### src/rtl/hamming_pkg.sv
// Shared Hamming(7,4) definitions: widths, parity positions and syndrome/correction helpers.
// Latency: none (package only).
// Backpressure: not applicable.
package hamming_pkg;

  localparam int CW_W   = 7;
  localparam int DATA_W = 4;

  // Parity bits sit at the power-of-two positions of the codeword.
  localparam int P1 = 1;
  localparam int P2 = 2;
  localparam int P4 = 4;

  typedef logic [CW_W:1]   cw_t;
  typedef logic [DATA_W:1] data_t;
  typedef logic [2:0]      syn_t;

  // Decoded result as carried by the output stage.
  typedef struct packed {
    data_t data;
    logic  flag;
    syn_t  pos;
  } dec_t;

  // Each syndrome bit re-checks the parity group whose positions have
  // that power-of-two bit set; the encoder builds p1/p2/p4 from the same
  // groups, so a clean word yields zero.
  function automatic syn_t calc_syndrome(input cw_t cw);
    syn_t s;
    s = '0;
    for (int i = 1; i <= CW_W; i++) begin
      if ((i & P1) != 0) s[0] = s[0] ^ cw[i];
      if ((i & P2) != 0) s[1] = s[1] ^ cw[i];
      if ((i & P4) != 0) s[2] = s[2] ^ cw[i];
    end
    return s;
  endfunction

  // Invert the bit the syndrome points at; a zero syndrome leaves the word alone.
  function automatic cw_t correct_cw(input cw_t cw, input syn_t s);
    cw_t c;
    c = cw;
    for (int i = 1; i <= CW_W; i++) begin
      if (s == i[2:0]) c[i] = ~c[i];
    end
    return c;
  endfunction

  // Data bits live at the non-parity positions 3, 5, 6, 7.
  function automatic data_t extract_data(input cw_t cw);
    return {cw[7], cw[6], cw[5], cw[3]};
  endfunction

endpackage

### src/rtl/hamming_syndrome.sv
// Combinational Hamming(7,4) check: syndrome of a codeword and its single-error-corrected data.
// Latency: 0 cycles (pure combinational).
// Backpressure: none; output follows input.
module hamming_syndrome
  import hamming_pkg::*;
(
  input  logic [CW_W:1]   cw,
  output logic [2:0]      syn,
  output logic [DATA_W:1] data
);

  // Syndrome and corrected data derived straight from the codeword.
  always_comb begin
    syn  = calc_syndrome(cw);
    data = extract_data(correct_cw(cw, calc_syndrome(cw)));
  end

endmodule

### src/rtl/hamming_decoder.sv
// Hamming(7,4) decoder: syndrome in stage 1, correction + registered outputs in stage 2, saturating error counter.
// Latency: 2 cycles from input handshake to dec_valid; 1 word per cycle throughput.
// Backpressure: outputs hold while dec_valid && !dec_ready; cw_ready drops once stage 1 is also full.
module hamming_decoder
  import hamming_pkg::*;
#(
  parameter int CNT_W = 16
) (
  input  logic             clk_dec,
  input  logic             rst_dec_n,
  input  logic [CW_W:1]    codeword_in,
  input  logic             cw_valid,
  output logic             cw_ready,
  output logic [DATA_W:1]  dec_data,
  output logic             dec_valid,
  input  logic             dec_ready,
  output logic             err_flag,
  output logic [2:0]       err_pos,
  input  logic             cnt_clr,
  output logic [CNT_W-1:0] err_count
);

  localparam logic [CNT_W-1:0] CNT_MAX = '1;
  localparam logic [CNT_W-1:0] CNT_ONE = 1;

  // Stage 1 state.
  logic            s1_valid;
  logic [CW_W:1]   s1_cw;
  logic [2:0]      s1_syn;

  // Handshake / pipeline control.
  logic            in_fire;
  logic            out_fire;
  logic            s2_load;

  // Syndrome of the incoming word; the corrected data from this instance
  // is not needed because correction happens one stage later.
  logic [2:0]      in_syn;
  logic [DATA_W:1] unused_in_data;

  // Next contents of the output stage, built from the stage-1 word.
  dec_t            s2_next;

  hamming_syndrome u_syndrome (
    .cw   (codeword_in),
    .syn  (in_syn),
    .data (unused_in_data)
  );

  // Stage 2 may take a new word when it is empty or its word leaves this
  // cycle; stage 1 can accept when empty or when it drains into stage 2.
  always_comb begin
    s2_load  = !dec_valid || dec_ready;
    cw_ready = !s1_valid || s2_load;
    in_fire  = cw_valid && cw_ready;
    out_fire = dec_valid && dec_ready;
  end

  // Correction of the stage-1 word using the syndrome captured with it.
  always_comb begin
    s2_next      = '0;
    s2_next.data = extract_data(correct_cw(s1_cw, s1_syn));
    s2_next.flag = |s1_syn;
    s2_next.pos  = s1_syn;
  end

  // Stage 1: capture codeword and syndrome on input handshake.
  always_ff @(posedge clk_dec or negedge rst_dec_n) begin
    if (!rst_dec_n) begin
      s1_valid <= 1'b0;
      s1_cw    <= '0;
      s1_syn   <= '0;
    end else begin
      if (in_fire) begin
        s1_valid <= 1'b1;
        s1_cw    <= codeword_in;
        s1_syn   <= in_syn;
      end else if (s2_load) begin
        s1_valid <= 1'b0;
      end
    end
  end

  // Stage 2: register corrected result; hold everything while stalled.
  always_ff @(posedge clk_dec or negedge rst_dec_n) begin
    if (!rst_dec_n) begin
      dec_valid <= 1'b0;
      dec_data  <= '0;
      err_flag  <= 1'b0;
      err_pos   <= '0;
    end else if (s2_load) begin
      dec_valid <= s1_valid;
      if (s1_valid) begin
        dec_data <= s2_next.data;
        err_flag <= s2_next.flag;
        err_pos  <= s2_next.pos;
      end
    end
  end

  // Count corrected words as they are delivered; clear wins over increment.
  always_ff @(posedge clk_dec or negedge rst_dec_n) begin
    if (!rst_dec_n) begin
      err_count <= '0;
    end else if (cnt_clr) begin
      err_count <= '0;
    end else if (out_fire && err_flag && (err_count != CNT_MAX)) begin
      err_count <= err_count + CNT_ONE;
    end
  end

endmodule
### config.mk
export PLATFORM = sky130hd
export DESIGN_NAME = hamming_decoder
export DESIGN_NICKNAME = d
export VERILOG_FILES = /design/src/rtl/hamming_pkg.sv /design/src/rtl/hamming_syndrome.sv /design/src/rtl/hamming_decoder.sv
export SDC_FILE = /design/constraint.sdc
export NUM_CORES = 1
export LEC_CHECK = 0
export BUFFER_PORTS_ARGS = -buffer_cell sky130_fd_sc_hd__buf_2
export CAP_MARGIN = 20
export CORE_MARGIN = 1
export CORE_UTILIZATION = 39
export DETAILED_ROUTE_END_ITERATION = 16
export PLACE_DENSITY_LB_ADDON = 0.15
export SLEW_MARGIN = 10
export SYNTH_ARGS = -nofsm -noshare
export SYNTH_HDL_FRONTEND = slang
export SYNTH_SLANG_ARGS = --single-unit
### constraint.sdc
create_clock -name clk_dec -period 2.1 [get_ports clk_dec]
set_clock_uncertainty 0.2 [all_clocks]
set_input_delay 0.42 -clock clk_dec [delete_from_list [all_inputs] [get_ports clk_dec]]
set_output_delay 0.42 -clock clk_dec [all_outputs]
set_load 0.01 [all_outputs]
Yosys cells after proc, flatten, opt, wreduce, memory -nomap -nowiden:

Index checks and enable logic that the tools add are counted.

* multiplexer cells: 8
* reduce and logical (&&, ||, !) cells: 12
* add/subtract/negate cells: 1
* eq/ne operators: 5
* bitwise logic cells: 13

Operators with widths (number)
* 16-bit two-way mux: 2
* 16-bit by 1-bit adder with 16-bit output (second input constant): 1
* 16-bit != test (second input constant): 1
* 3-bit equality test (second input constant): 3
* 1-bit XOR: 9
* 1-bit two-way mux: 6
* 1-bit logical AND: 4
* 1-bit NOT: 4
* 2-bit nonzero test: 2
* 3-bit by 2-bit equality test with 1-bit output (second input constant): 1
* 3-bit OR reduction: 1
* 1-bit zero test: 2
* 1-bit logical OR: 2
* 2-bit AND reduction: 1

* input port bits: 12
* output and inout bits: 26
* flip-flop bits (word level): 36

Depth between registers and ports, before layout:

* word-level depth: 5
* depth in mapped cells: 5
* gate-level depth less buffers: 5

Hierarchy:

A second synthesis with hierarchy kept.

* cell total of the unflattened synthesis: 194
* area, all modules: 1868.0 µm²

Modules (own cells, without submodules)
* hamming_decoder: cells an instance 158, area each 1614.0 µm², instances 1, sequential area each 825.8 µm²
* hamming_syndrome: cells an instance 36, area each 254.0 µm², instances 1, sequential area each 0.0 µm²

Worst setup path before layout:

OpenSTA, ideal clock, no wires.

* path kind: register to register
* start: register err_count[0]
* end: register err_count[5]
* setup time: 0.125 ns
* arrival time: 1.838 ns
* cell stages (with the launch flop): 6
* slack: -0.062 ns
* cell sequence: dfrtp_1 ha_1 nand3_1 or4_4 o211ai_1 mux2_2

* cells in the longest elaborated chain, start to end: 3

RTL lines
* start: declaration: RTL line hamming_decoder.sv:20 `output logic [CNT_W-1:0] err_count`
* start signal: assignment: RTL line hamming_decoder.sv:108 `err_count <= err_count + CNT_ONE;`
* 16-bit by 1-bit adder with 16-bit output or 16-bit != test (tied branches): RTL line hamming_decoder.sv:108, hamming_decoder.sv:107
* 16-bit two-way mux or 1-bit logical AND (tied branches): RTL line hamming_decoder.sv:107 `end else if (out_fire && err_flag && (err_count != CNT_MAX)) begin`
* 16-bit two-way mux or 2-bit nonzero test (tied branches)

Several ways; a longest one is shown, not always the timed one. The select of a mux whose other input is x is not followed.
A chain may end at the register's enable or synchronous reset.

Final worst setup path:

* start: register err_count[0]
* end: register err_count[8]

Same word-level chain as after synthesis.

==> results.ini <==
[drt]
avgRoutedWirePerCell_um = 13.6
routed_wl_um = 3760
ant_nets = 0
drc = 0
drtIter0Drc = 109
dr.pass1.iters = 4
vias = 1446
via_per_inst = 5.24

[setup_path]
critPathCaptureType = flop
crit_path_top_delay_cell = or3_2
arrival_ps = 2010
max_stage_delay_ps = 480
start_kind = flop
path_cells = ha_4, nand3_4, or3_2, or4_1, a21oi_1
crit_required_ps = 2100
path_max_fanout = 6
critPathKind = flop to flop

[finish]
mostFrequentLayoutCells = 37 x buf_2, 31 x dfrtp_1, 19 x nand2_1
drive_gt1_share_pct = 40.3
finalNetCount = 238
diodes = 0
mostFrequentLayoutCell = buf_2
syn_to_final_growth_pct = 31.8
fin_area_mm2 = 0.00224

[clock_network]
htree_num_levels = 2
cts_root_buffer = clkbuf_8
cts_buffer_depth = 2
cts_tree = built
insertion_delay_ps = 280
clk_pin_slew_ps = 70
numCtsBuffers = 5
clkSinkCount = 33

[synthesis]
synth_cell_types = 35
async_flop_share_pct = 100
syn_avg_cell_area_um2 = 10.2
ys_warn_count = 0
ys_ff_latch = 33
synth_edf_count = 0
syn_area_mm2 = 0.00170
synth-main-ff-cell = dfrtp_1
synthesis.instances = 167
ys_seq_area_share_pct = 48.7
synthesis.nets = 180

[timing]
setup_viol_count_final = 0
tns_ps = 0
slew_violations = 0
post-route-min-period_ps = 2010
final.period_utilization_pct = 95.7
max_freq_mhz = 498
tightest_slew_ps = 459
rsz0062_at_grt = no
finalHoldViolCount = 0
relSlewSlack_pct = 69.4

[run]
maxCapViolCount = 0

[global_route]
grt_pass1_vias = 1322
grt_overflow = 0
grtUsageTotal_pct = 18.0
antenna_found_initial = 0
grt_max_degree = 24
grt_pass1_wl_um = 6040

[die]
core_mm2 = 0.00409
die_y_um = 68.0
initial_core_util_pct = 41.5
io-pin-count = 38
die_area_mm2 = 0.00462
num_rows = 23
die_width_um = 68.0

[hold_path]
min-delay-path-class = primary input to flop

[placed_design]
placed_area_mm2 = 0.00207
port_buffers = 37
dp_hpwl_um = 2880
routabilityCongestion = 0.783

[power]
vdd.ir_drop.worst_uv = 484
power.leakage_nw = 0.989
power_density_mw_per_mm2 = 757

[status]
run_status = completed

final cells by class:
class / instances / area, µm²
flip-flops and latches: 33 / 828
fillers: 392 / 1850
well taps: 50 / 62.6
clock inverters: 2 / 37.5
repair buffers: 55 / 323
multi-input cells: 129 / 898
clock buffers: 6 / 82.6
inverters: 1 / 3.75
synthesized netlist by cell type, types with 2 or more instances:
library cell	n	share of area, %
a21oi_1	12	3.5
clkbuf_1	3	0.66
dfrtp_1	33	49
mux2_2	13	8.6
nand2_1	19	4.2
nand2b_1	4	1.5
nand3_1	4	1.2
nand3b_1	2	0.88
nand4_1	4	1.5
nor2_1	10	2.2
nor2b_1	6	2.2
nor3_1	5	1.5
o21ai_0	10	2.9
o31ai_1	4	1.8
o41ai_1	2	1.0
or3_1	2	0.74
or3_2	3	1.3
or4_1	4	1.8
xnor2_1	7	3.6
xor2_1	5	2.6
worst paths after layout:
check / start / end / slack [ps] / cells past startpoint
max: err_count[0] / err_count[8] / 90 / 5
min: cw_valid / s1_valid / 140 / 2
max reg2reg: err_count[0] / err_count[8] / 90 / 5
min reg2reg: dec_data[1] / dec_data[1] / 270 / 2
max in group asynchronous: rst_dec_n / err_count[7] / 710 / 3
min in group asynchronous: rst_dec_n / err_count[6] / 420 / 2
power breakdown:
group / internal [W] / total (W) / switching (W)
sequential: 0.000713 / 0.000785 / 0.0000718
combinational: 0.000138 / 0.000281 / 0.000143
clock: 0.000386 / 0.000626 / 0.000240
total: 0.00124 / 0.00169 / 0.000454
stage by stage:
step / hold slack, ps / power, W / cells / setup WS [ps] / utilization, %
2_1_floorplan: -75.6 / 0.000950 / 167 / 2.45 / -
3_3_place_gp: 203 / 0.00107 / 267 / 16.6 / 50.7
3_5_place_dp: 210 / 0.00108 / 267 / -51.3 / 50.7
4_1_cts: 135 / 0.00171 / 276 / 6.98 / 53.9
5_1_grt: 140 / 0.00178 / 276 / 11.2 / 54.7
6_report: 142 / 0.00169 / 276 / 91.0 / 54.7
cell families (layout without fill, tap and decap cells):
| family | count (synthesis) | count (layout) | synth area share, % |
|---|---|---|---|
| buffers and inverters | 5 | 64 | 1.18 |
| adders and majority gates | 1 | 1 | 0.737 |
| and+or+nand+nor | 72 | 72 | 23.8 |
| AOI/OAI and AO/OA | 30 | 30 | 10.2 |
| DFF | 33 | 33 | 48.7 |
| muxes | 14 | 14 | 9.22 |
| xor gates and xnor gates | 12 | 12 | 6.19 |
flip-flops by register name (all words and copies together), names as in the netlist:
register and count:
err_count 16, s1_cw 4, dec_valid 1, err_flag 1
dec_data 4, err_pos 3, s1_syn 3, s1_valid 1
layer usage:
layer | vias up | GRT usage (%) | routed length, µm
met5 | - | 0 | 0
met4 | 0 | 5.47 | 19
met3 | 2 | 5.67 | 185
met2 | 43 | 28.6 | 1820
met1 | 681 | 23.3 | 1730
li1 | 720 | - | -
critical path, delay by kind of cell, from the launching register on:
kind            cells  cell delay (ps)
compound gates      1              160
simple gates        3              970
fa+ha+maj           1              160
flops               1              430
what timing repair did:
action | CTS | global route
hold buffers | 1 | 0
endpoints found under the setup margin | 0 | 8
hold endpoints to repair | 19 | 0
buffers inserted | 0 | 0
gates resized for setup | 0 | 6
Power figures use the tool's default switching activity.
